==> src/rtl/mac_sw_pkg.sv <==
// Shared definitions for the MAC header extractor: parser states, header geometry and the
// address-folding function used to derive table keys.
package mac_sw_pkg;

    typedef enum logic [1:0] {
        ST_IDLE = 2'd0,
        ST_DA   = 2'd1,
        ST_SA   = 2'd2,
        ST_TAIL = 2'd3
    } hdr_state_e;

    localparam int MAC_BITS  = 48;
    localparam int MAC_BYTES = 6;
    localparam int HDR_BYTES = 12;

    // XOR of all w-bit slices of a, lowest slice first; the top slice is implicitly zero-padded.
    function automatic logic [MAC_BITS-1:0] mac_fold(input logic [MAC_BITS-1:0] a,
                                                     input int unsigned w);
        logic [MAC_BITS-1:0] acc;
        logic [MAC_BITS-1:0] rem;
        logic [MAC_BITS-1:0] mask;
        acc  = '0;
        rem  = a;
        mask = (48'd1 << w) - 48'd1;
        for (int i = 0; i < MAC_BITS; i++) begin
            acc = acc ^ (rem & mask);
            rem = rem >> w;
        end
        return acc;
    endfunction

endpackage

==> src/rtl/mac_fold_hash.sv <==
// Combinational fold of a 48-bit MAC address down to a pMAC_W-bit table key.
module mac_fold_hash
    import mac_sw_pkg::*;
#(
    parameter int pMAC_W = 14
) (
    input  logic [47:0]       i_mac,
    output logic [pMAC_W-1:0] o_key
);

    assign o_key = pMAC_W'(mac_fold(i_mac, pMAC_W));

endmodule

==> src/rtl/mac_header_extractor.sv <==
// Parses frame bytes into DA/SA, folds them to table keys and strobes one learn/lookup per header.
// Optional statistics counters are built when MAC_HDR_STATS_EN is defined.
module mac_header_extractor
    import mac_sw_pkg::*;
#(
    parameter int pADRESS = 2,
    parameter int pMAC_W  = 14,
    parameter int pCNT_W  = 16
) (
    input  logic               iclk,
    input  logic               irst,
    input  logic [pADRESS-1:0] i_port_num,
    input  logic [7:0]         i_data,
    input  logic               i_valid,
    input  logic               i_sof,
    input  logic               i_eof,
    output logic               o_write_enable,
    output logic [pADRESS-1:0] o_port_num,
    output logic [pMAC_W-1:0]  o_MAC_SA,
    output logic [pMAC_W-1:0]  o_MAC_DA,
`ifdef MAC_HDR_STATS_EN
    output logic [pCNT_W-1:0]  o_frame_cnt,
    output logic [pCNT_W-1:0]  o_runt_cnt,
`endif
    output logic               o_runt
);

    localparam logic [3:0] LAST_DA  = 4'(MAC_BYTES - 1);
    localparam logic [3:0] LAST_HDR = 4'(HDR_BYTES - 1);

    hdr_state_e         state_q, state_d;
    logic [3:0]         cnt_q, cnt_d;
    logic [47:0]        da_q, da_d;
    logic [47:0]        sa_q, sa_d;
    logic [pADRESS-1:0] port_q, port_d;
    logic               hdr_done, runt_det;

    logic               we_q, we_d;
    logic               runt_q, runt_d;
    logic [pADRESS-1:0] port_out_q, port_out_d;
    logic [pMAC_W-1:0]  mac_sa_q, mac_sa_d;
    logic [pMAC_W-1:0]  mac_da_q, mac_da_d;
    logic [pMAC_W-1:0]  sa_key, da_key;

    // NOTE: sequential state uses non-blocking assignments so every flop samples pre-edge values.
    always_ff @(posedge iclk) begin
        if (irst) begin
            state_q    <= ST_IDLE;
            cnt_q      <= '0;
            da_q       <= '0;
            sa_q       <= '0;
            port_q     <= '0;
            we_q       <= 1'b0;
            runt_q     <= 1'b0;
            port_out_q <= '0;
            mac_sa_q   <= '0;
            mac_da_q   <= '0;
        end else begin
            state_q    <= state_d;
            cnt_q      <= cnt_d;
            da_q       <= da_d;
            sa_q       <= sa_d;
            port_q     <= port_d;
            we_q       <= we_d;
            runt_q     <= runt_d;
            port_out_q <= port_out_d;
            mac_sa_q   <= mac_sa_d;
            mac_da_q   <= mac_da_d;
        end
    end

    // NOTE: every signal gets a hold default up front so no path through the case infers a latch.
    always_comb begin
        state_d  = state_q;
        cnt_d    = cnt_q;
        da_d     = da_q;
        sa_d     = sa_q;
        port_d   = port_q;
        hdr_done = 1'b0;
        runt_det = 1'b0;
        if (i_valid) begin
            if (i_sof) begin
                // A sof always restarts; an unfinished header (or a one-byte frame) is a runt.
                runt_det = (state_q == ST_DA) || (state_q == ST_SA) || i_eof;
                da_d     = {da_q[39:0], i_data};
                port_d   = i_port_num;
                cnt_d    = i_eof ? 4'd0 : 4'd1;
                state_d  = i_eof ? ST_IDLE : ST_DA;
            end else begin
                unique case (state_q)
                    ST_IDLE: ;
                    ST_DA: begin
                        da_d = {da_q[39:0], i_data};
                        if (i_eof) begin
                            runt_det = 1'b1;
                            cnt_d    = '0;
                            state_d  = ST_IDLE;
                        end else begin
                            cnt_d = cnt_q + 4'd1;
                            if (cnt_q == LAST_DA) state_d = ST_SA;
                        end
                    end
                    ST_SA: begin
                        sa_d = {sa_q[39:0], i_data};
                        if (cnt_q == LAST_HDR) begin
                            hdr_done = 1'b1;
                            cnt_d    = '0;
                            state_d  = i_eof ? ST_IDLE : ST_TAIL;
                        end else if (i_eof) begin
                            runt_det = 1'b1;
                            cnt_d    = '0;
                            state_d  = ST_IDLE;
                        end else begin
                            cnt_d = cnt_q + 4'd1;
                        end
                    end
                    ST_TAIL: if (i_eof) state_d = ST_IDLE;
                    default: state_d = ST_IDLE;
                endcase
            end
        end
    end

    // SA key is folded from sa_d so the final SA byte is included on the cycle it arrives.
    mac_fold_hash #(.pMAC_W(pMAC_W)) u_fold_sa (.i_mac(sa_d), .o_key(sa_key));
    mac_fold_hash #(.pMAC_W(pMAC_W)) u_fold_da (.i_mac(da_q), .o_key(da_key));

    always_comb begin
        we_d       = hdr_done;
        runt_d     = runt_det;
        port_out_d = hdr_done ? port_q : port_out_q;
        mac_sa_d   = hdr_done ? sa_key : mac_sa_q;
        mac_da_d   = hdr_done ? da_key : mac_da_q;
    end

    assign o_write_enable = we_q;
    assign o_runt         = runt_q;
    assign o_port_num     = port_out_q;
    assign o_MAC_SA       = mac_sa_q;
    assign o_MAC_DA       = mac_da_q;

`ifdef MAC_HDR_STATS_EN
    logic [pCNT_W-1:0] frame_cnt_q, frame_cnt_d;
    logic [pCNT_W-1:0] runt_cnt_q, runt_cnt_d;

    always_ff @(posedge iclk) begin
        if (irst) begin
            frame_cnt_q <= '0;
            runt_cnt_q  <= '0;
        end else begin
            frame_cnt_q <= frame_cnt_d;
            runt_cnt_q  <= runt_cnt_d;
        end
    end

    // Both counters saturate at all-ones instead of wrapping.
    always_comb begin
        frame_cnt_d = frame_cnt_q;
        runt_cnt_d  = runt_cnt_q;
        if (we_q && (frame_cnt_q != '1)) frame_cnt_d = frame_cnt_q + 1'b1;
        if (runt_q && (runt_cnt_q != '1)) runt_cnt_d = runt_cnt_q + 1'b1;
    end

    assign o_frame_cnt = frame_cnt_q;
    assign o_runt_cnt  = runt_cnt_q;
`endif

endmodule

==> config.mk <==
export PLATFORM = sky130hd
export DESIGN_NAME = mac_header_extractor
export DESIGN_NICKNAME = d
export VERILOG_FILES = /design/src/rtl/mac_sw_pkg.sv /design/src/rtl/mac_fold_hash.sv /design/src/rtl/mac_header_extractor.sv
export SDC_FILE = /design/constraint.sdc
export NUM_CORES = 1
export LEC_CHECK = 0
export ABC_CLOCK_PERIOD_IN_PS = 3050
export CAP_MARGIN = 40
export CORE_UTILIZATION = 40
export DETAILED_ROUTE_END_ITERATION = 10
export RECOVER_POWER = 25
export SLEW_MARGIN = 30
export SYNTH_ARGS = -nofsm -noshare
export SYNTH_HDL_FRONTEND = slang
export SYNTH_SLANG_ARGS = --single-unit
==> constraint.sdc <==
create_clock -name iclk -period 3.05 [get_ports iclk]
set_input_delay 0.915 -clock iclk [delete_from_list [all_inputs] [get_ports iclk]]
set_output_delay 0.915 -clock iclk [all_outputs]
set_load 0.005 [all_outputs]
### After elaboration in Yosys (flattened, before gate mapping)

Cells that the tools add are included.

| word-level totals | value |
|---|---|
| bits in registers | 136 |
| output and inout port bits | 32 |
| word-level logic and storage cells | 60 |

| operators by class | value |
|---|---|
| $add $sub $neg | 1 |
| equal/unequal tests | 6 |
| muxes and demuxes | 26 |
| bitwise operators | 7 |
| reduce and logical (&&, ||, !) cells | 10 |

Operators with widths:

| cell | count |
|---|---|
| $mux W48 | 5 |
| $xor A14 B14 Y14 | 4 |
| $xor A14 B6 Y14 | 2 |
| $mux W2 | 6 |
| $mux W4 | 3 |
| $mux W1 | 9 |
| $pmux W4 S2 | 1 |
| $pmux W2 S3 | 1 |
| $reduce_and A2 Y1 | 3 |
| $add A4 B1 Y4 const B | 1 |
| $eq A2 B2 Y1 const B | 2 |
| $eq A4 B3 Y1 const B | 1 |
| $eq A4 B4 Y1 const B | 1 |
| $ne A4 B3 Y1 const B | 1 |
| $reduce_bool A4 Y1 | 1 |
| $reduce_and A3 Y1 | 1 |
| $reduce_bool A3 Y1 | 1 |
| $eq A2 B1 Y1 const B | 1 |
| $logic_or A1 B1 Y1 | 2 |
| $pmux W1 S2 | 1 |
| $reduce_bool A2 Y1 | 1 |
| $reduce_or A2 Y1 | 1 |
| $not A1 Y1 | 1 |

### Depth between registers and ports, before layout

Gate-level depths: netlist of run 1.

| depth | value |
|---|---|
| depth after elaboration | 7 |
| depth in mapped cells | 7 |
| gate-level depth less buffers | 5 |

### Cells and area by module

From an unflattened synthesis of run 1, not the netlist that was laid out.

| unflattened totals | value |
|---|---|
| cell total of the unflattened synthesis | 641 |
| area total of the unflattened synthesis | 5914.4 um^2 |

By module, submodules not included:

| module | instances | cells an instance | area each (um^2) | seq. area each (um^2) |
|---|---|---|---|---|
| mac_header_extractor | 1 | 573 | 5318.9 | 2722.6 |
| mac_fold_hash | 2 | 34 | 297.8 | 0.0 |

### Worst setup path before layout of run 1

OpenSTA, ideal clock, no wires.

| timing | value |
|---|---|
| path kind | input-to-reg |
| start | input port i_sof |
| end | register state_q[1] |
| setup time | 119 ps |
| data arrival time | 1873 ps |
| required time | 2931 ps |
| path slack | 1059 ps |
| cell stages on the path | 4 |
| path buffers | 1 |
| cell sequence | buf_4 > o41ai_1 > a221oi_1 > o221a_2 |

| between the ends | value |
|---|---|
| word-level cells in the longest chain between the ends | 2 |
| elaborated cells on any way between the ends | 4 |

Ends and longest elaborated chain:

| item | RTL line | text |
|---|---|---|
| start: declaration | mac_header_extractor.sv:15 | `input logic i_sof,` |
| $ne A4 B3 Y1 (no source line) or $reduce_bool A4 Y1 (tied branches) | -- |  |
| $reduce_and A3 Y1 (no source line) | -- |  |
| end signal: assignment | mac_header_extractor.sv:59 | `state_q <= state_d;` |
| end: declaration | mac_header_extractor.sv:31 | `hdr_state_e state_q, state_d;` |

Parallel ways exist; a longest one is shown, timed or not.
A chain may end at the register's enable or synchronous reset.

### Worst setup path after layout of run 1

| timing | value |
|---|---|
| start | input port i_sof |
| end | register da_q[0] |

| between the ends | value |
|---|---|
| word-level cells in the longest chain between the ends | 2 |
| elaborated cells on any way between the ends | 3 |

Ends and longest elaborated chain:

| item | RTL line | text |
|---|---|---|
| $reduce_bool A2 Y1 (no source line) | -- |  |
| $reduce_and A2 Y1 (no source line) | -- |  |
| end signal: assignment | mac_header_extractor.sv:50 | `da_q <= '0;` |
| end signal: assignment | mac_header_extractor.sv:61 | `da_q <= da_d;` |
| end: declaration | mac_header_extractor.sv:33 | `logic [47:0] da_q, da_d;` |

Parallel ways exist; a longest one is shown, timed or not.

==> results of run 1 <==
[layer usage]
layer	vias up	global-route usage (%)	part of all wire [%]
met4	0	8.03	1.2
met5	-	0	0
met2	79	30.3	48
li1	2149	-	-
met3	14	4.72	3.9
met1	1970	24.5	47
[critical path, delay by kind of cell]
family	cells	cell delay, ps
buffers and inverters	2	1490
and+or+nand+nor	1	160
AOI/OAI and AO/OA	2	360
[sequential cells by signal, summed over array words and instances, names as in the netlist]
register,flops
cnt_q,4
o_MAC_SA,14
sa_q,40
o_runt,1
o_write_enable,1
port_q,2
da_q,48
o_MAC_DA,14
state_q,2
o_port_num,2
[stage by stage]
step	power, µW	area [µm²]	hold WS, ps	instances
global route	4650	6590	485	845
global placement	1930	5860	451	813
detailed placement	1940	5860	459	813
finish	4490	6590	468	845
CTS	4540	6620	469	845
floorplan	1860	5240	437	628
[power breakdown]
group | switching, µW | leakage, µW | internal [µW] | total, µW
clock network | 736 | 0.000359 | 1860 | 2600
registers | 14.6 | 0.00103 | 1690 | 1700
logic | 122 | 0.000826 | 68.9 | 191
total | 873 | 0.00222 | 3620 | 4490
[cell families after synthesis]
family                   synth area share (%)
AO/OA/AOI/OAI                            16.4
XOR/XNOR                                 11.4
adder cells (fa/ha/maj)                  1.38
buffers and inverters                    4.44
flip-flops                               48.9
AND/OR/NAND/NOR                          17.6
[synthesized netlist by cell type (all sizes together) (2+ instances only)]
cell type	n	area, µm²
buf	22	120
o211ai	3	22.5
o41ai	2	25.0
nand3	7	40.0
or2	2	12.5
ha	5	62.6
a211oi	13	97.6
clkbuf	22	82.6
dfxtp	128	2560
nor2	2	10.0
o22ai	16	100
nand3b	3	22.5
nor2b	2	12.5
a21oi	105	526
inv	8	30.0
nand2	198	743
xor2	16	140
xnor2	52	455
o31ai	2	20.0
o21ai	3	15.0
[path summary, 6_finish.rpt]
path	from	to	slack (ps)	cells after the start
max	i_sof	da_q[0]	430	5
min	o_MAC_DA[12]	o_MAC_DA[12]	470	2
max reg2reg	state_q[1]	o_MAC_SA[8]	790	4
min reg2reg	o_MAC_DA[12]	o_MAC_DA[12]	470	2
[final cells by class]
class | count | area (µm²)
inverters | 8 | 30.0
well taps | 172 | 215
clock buffers | 17 | 425
fillers | 1217 | 6130
clock inverters | 15 | 337
repair buffers | 57 | 569
multi-input cells | 448 | 2450
flip-flops and latches | 128 | 2560
==> summary.txt, run 1 <==
STA
  – Clock period minus worst slack: between 2000 and 3000 ps
  – Maximum clock frequency: between 300 and 400 MHz
  – Worst slew pin tran: slightly above 900 ps
  – RSZ-0062 raised after global routing: false
  – Final Hold Vio Count: 0
  – Setup TNS: 0 ps
  – Slew HR: 39.1%
  – Clk_skew: about 8.2 ps
  – Final setup fails: 0
  – Setup WS post-layout: approximately 430 ps
  – Slew Viols, Final: 0
  – Final period util: between 80% and 90%

Power
  – Maximum vdd drop: ~0.46 mV
  – Power Density: about 700 nW/µm²
  – Leakage Power: roughly 0.0022 µW

Min path
  – Worst hold-check path type: reg2reg

Layout
  – Ant. Diodes: 0
  – Most frequent cells in the layout: nand2_1 (198), dfxtp_1 (128), a21oi_1 (105), xnor2_1 (52), clkdlybuf4s50_1 (44)
  – Layout net count: 680
  – Layout cell share with drive strength beyond 1: around 7.6%
  – Final Util: between 50% and 60%
  – Area Overhead vs Synth: 25.7%
  – Commonest non-fill, non-tap cell in the layout: nand2_1

Place
  – Pre-CTS setup slack: approximately 310 ps
  – Placer Congestion: a little over 0.8
  – I/O Buffers: 46
  – Final HPWL from detailed placement: 7790 µm

Synth
  – Syn_nets: 648
  – Count of cell types in the netlist: between 40 and 50
  – Yosys reg bits: between 100 and 150
  – Ys async rst share: 0%
  – Mapped Avg Cell Area: ~8.3 µm²
  – Synth Cell Area: around 5200 µm²
  – Seq/Total Area, Yosys: 48.9%
  – Yosys warnings: 0
  – Synthesized instance count: around 630
  – Ys flop type: dfxtp_1
  – Post-synth EDFFs: 0

Clock tree
  – Post-CTS Setup Bufs: 0
  – # resized after CTS: 0
  – Total CTS buffers: 17
  – CTS tree: yes
  – Clock Tree Buf Depth: 2
  – Reg clk slew, reported paths: 50 ps
  – Hold_buf cts: 0
  – Worst-Skew Late Latency: between 400 and 500 ps
  – Clock sinks: between 100 and 150
  – H-tree lvl count: 4
  – Clk root buf: clkbuf_16

Floorplanning
  – Floorplan die height: 116 µm
  – Initial Util: roughly 40%
  – Core area: 12700 µm²
  – Die ar.: 13600 µm²
  – Ports: 47
  – Die width: approximately 120 µm
  – Core Rows: 41

Global route
  – GRT overflow: 0
  – Number of global-route vias before repair: 3923
  – GRT Util Overall: between 10% and 20%
  – Global-route wire length before repair: around 19000 µm
  – Largest net degree at the start of global routing: 83
  – Initial antenna violation count: 0

Outcome
  – Status: finished, final reports clean

Job
  – Max Cap Violations: 0

Worst setup path
  – Worst path max stage delay: about 800 ps
  – Worst Path Required: around 3400 ps
  – WP data arrival: around 3000 ps
  – Crit path cell chain: dlygate4sd3_1 > o21a_1 > clkbuf_2 > nand2_1 > a21oi_1
  – Crit end category: flip-flop
  – Startpoint Class: primary input
  – Slowest stage cell, crit path: dlygate4sd3_1
  – WS Path Type: in2reg
  – Critical-path maximum fanout: 48

Detailed routing
  – Vias/cell: between 4 and 5
  – Drt pass-1 iters: 4
  – First DRT Iteration DRCs: 225
  – DRC viols: 0
  – Vias after detailed routing: about 4200
  – WL/cell: 13.9 µm
  – Post-Route WL: about 12000 µm
  – Remaining antenna violation count: 0
No activity file was read; power rests on OpenSTA's default activity.
==> run 2, diff against run 1 <==
Settings changed: SLEW_MARGIN 30 to 20.
==> results of run 2 <==
Same layout as run 1: the final DEF is identical, and so are final timing and power.
==> run 3, diff against run 2 <==
Settings changed: MAX_ROUTING_LAYER from default to met4.
==> run 3 against run 2 <==
Net effect: flip-flop and latch count unchanged; clock power about the same; count of clock-buffer cells in the layout unchanged; register-to-register slack hardly changed; clock skew increased by 0.62 ps; first-iteration DRC count is 7.1% higher; combinational power about the same; final cell count unchanged; die area did not move; wire length grew 0.30%; utilization is the same; largest power group unchanged; highest routed layer unchanged.
==> summary.txt, run 3 (synthesis results as in run 1) <==
Floorplanning
  – Die width: roughly 120 µm
  – Ports: between 40 and 50
  – Die ar.: around 14000 µm²
  – Initial Util: 41.2%
  – Core Rows: 41
  – Core area: between 10000 and 15000 µm²
  – Floorplan die height: 116 µm

Clock tree
  – Clock sinks: 128
  – # resized after CTS: 0
  – Clock Tree Buf Depth: 2
  – Post-CTS Setup Bufs: 0
  – Reg clk slew, reported paths: approximately 50 ps
  – Worst-Skew Late Latency: approximately 420 ps
  – Hold_buf cts: 0
  – H-tree lvl count: 4
  – CTS tree: yes
  – Total CTS buffers: 17
  – Clk root buf: clkbuf_16

Place
  – Pre-CTS setup slack: between 300 and 400 ps
  – I/O Buffers: 46
  – Final HPWL from detailed placement: around 7800 µm
  – Placer Congestion: 0.830

Worst setup path
  – Crit path cell chain: dlygate4sd3_1 > o21a_1 > clkbuf_2 > nand2_1 > a21oi_1
  – Largest delay share family, worst path: buffers and inverters
  – WP data arrival: between 2000 and 3000 ps
  – Startpoint Class: primary input
  – Crit end category: flip-flop
  – Slowest stage cell, crit path: dlygate4sd3_1
  – Critical-path maximum fanout: 48
  – Critical path buffer and inverter count: 2
  – Worst Path Required: roughly 3400 ps
  – Worst path max stage delay: around 800 ps
  – WS Path Type: in2reg

Detailed routing
  – Post-Route WL: ~12000 µm
  – Remaining antenna violation count: 0
  – Vias/cell: about 5
  – Drt pass-1 iters: 4
  – DRC viols: 0
  – Vias after detailed routing: around 4200
  – First DRT Iteration DRCs: about 240
  – WL/cell: 14.0 µm

STA
  – Final setup fails: 0
  – Worst slew pin tran: between 900 and 1000 ps
  – Clock period minus worst slack: ~2600 ps
  – Slew Viols, Final: 0
  – Final Hold Vio Count: 0
  – Maximum clock frequency: 381 MHz
  – Slew HR: ~37%
  – Clk_skew: just under 9 ps
  – Setup WS post-layout: 422 ps
  – Final period util: between 80% and 90%
  – RSZ-0062 raised after global routing: false
  – Setup TNS: 0 ps

Global route
  – GRT overflow: 0
  – Largest net degree at the start of global routing: between 80 and 90
  – Initial antenna violation count: 0
  – Number of global-route vias before repair: roughly 4000
  – GRT Util Overall: roughly 20%
  – Global-route wire length before repair: 19400 µm

Layout
  – Reg with most FFs: da_q
  – Area Overhead vs Synth: 25.7%
  – Commonest non-fill, non-tap cell in the layout: nand2_1
  – Multi-input gate area: ~2400 µm²
  – Layout net count: approximately 700
  – Layout cell share with drive strength beyond 1: approximately 7.6%
  – Final Util: approximately half
  – Most frequent cells in the layout: nand2_1 (198), dfxtp_1 (128), a21oi_1 (105), xnor2_1 (52), clkdlybuf4s50_1 (44)
  – Top Registers: da_q x48, sa_q x40
  – Fill cells: between 1000 and 1500
  – Number of flip-flops under the largest register name: 48
  – Register area: ~2600 µm²
  – Ant. Diodes: 0

Power
  – Combinational power share: 4.3%
  – Power Density: approximately 680 nW/µm²
  – Switch Pwr: around 880 µW
  – Leakage Power: between 0.002 and 0.0025 µW
  – Switch share: 19.5%
  – Maximum vdd drop: about 0.46 mV
  – Int Pwr: 3620 µW
  – Clock share of power: between 50 and 60%
  – Seq pwr share: between 30 and 40%

Min path
  – Worst hold-check path type: reg2reg

Job
  – Max Cap Violations: 0

Outcome
  – Status: finished, final reports clean
## run 3: through the flow
stage	power [µW]	hold slack (ps)	cells	instance area [µm²]
global placement	1930	451	813	5860
CTS	4540	469	845	6620
floorplan	1860	437	628	5240
detailed placement	1940	459	813	5860
finish	4490	468	845	6590
global route	4650	485	845	6590
## run 3: per-layer routing
metal  wire length (µm)  track usage, %  vias to the layer above
met5                  0               -                        -
met4                138            8.03                        0
met3                468            4.72                       15
met2               5660            30.2                       84
met1               5530            24.7                     1971
li1                   -               -                     2149
## run 3: path summary, 6_finish.rpt
kind                      from            to  slack, ps  cells after the start
hold / removal    o_MAC_DA[12]  o_MAC_DA[12]        470                      2
hold reg to reg   o_MAC_DA[12]  o_MAC_DA[12]        470                      2
setup reg to reg    state_q[1]   o_MAC_SA[8]        800                      4
setup / recovery         i_sof       da_q[0]        420                      5
## run 3: power by group through the flow
stage / clock network, µW / registers, µW / logic, µW
after floorplan: 0 / 1740 / 126
after global placement: 0 / 1740 / 194
after detailed placement: 0 / 1740 / 197
after CTS: 2640 / 1700 / 199
after global routing: 2730 / 1700 / 210
final: 2600 / 1700 / 192
## run 3: layout make-up
type                            count  area share, %
Inverter                            8          0.456
Timing Repair Buffer               57           8.64
Clock inverter                     15           5.11
Clock buffer                       17           6.46
Sequential cell                   128           38.9
Tap cell                          172           3.27
Multi-Input combinational cell    448           37.2
## run 3: worst reg2reg max path, stage by stage, from the launching register on
cell and delay [ps]:
dfxtp_1 370, ha_1 320, and4b_1 680, nand3_2 480, o22ai_1 320
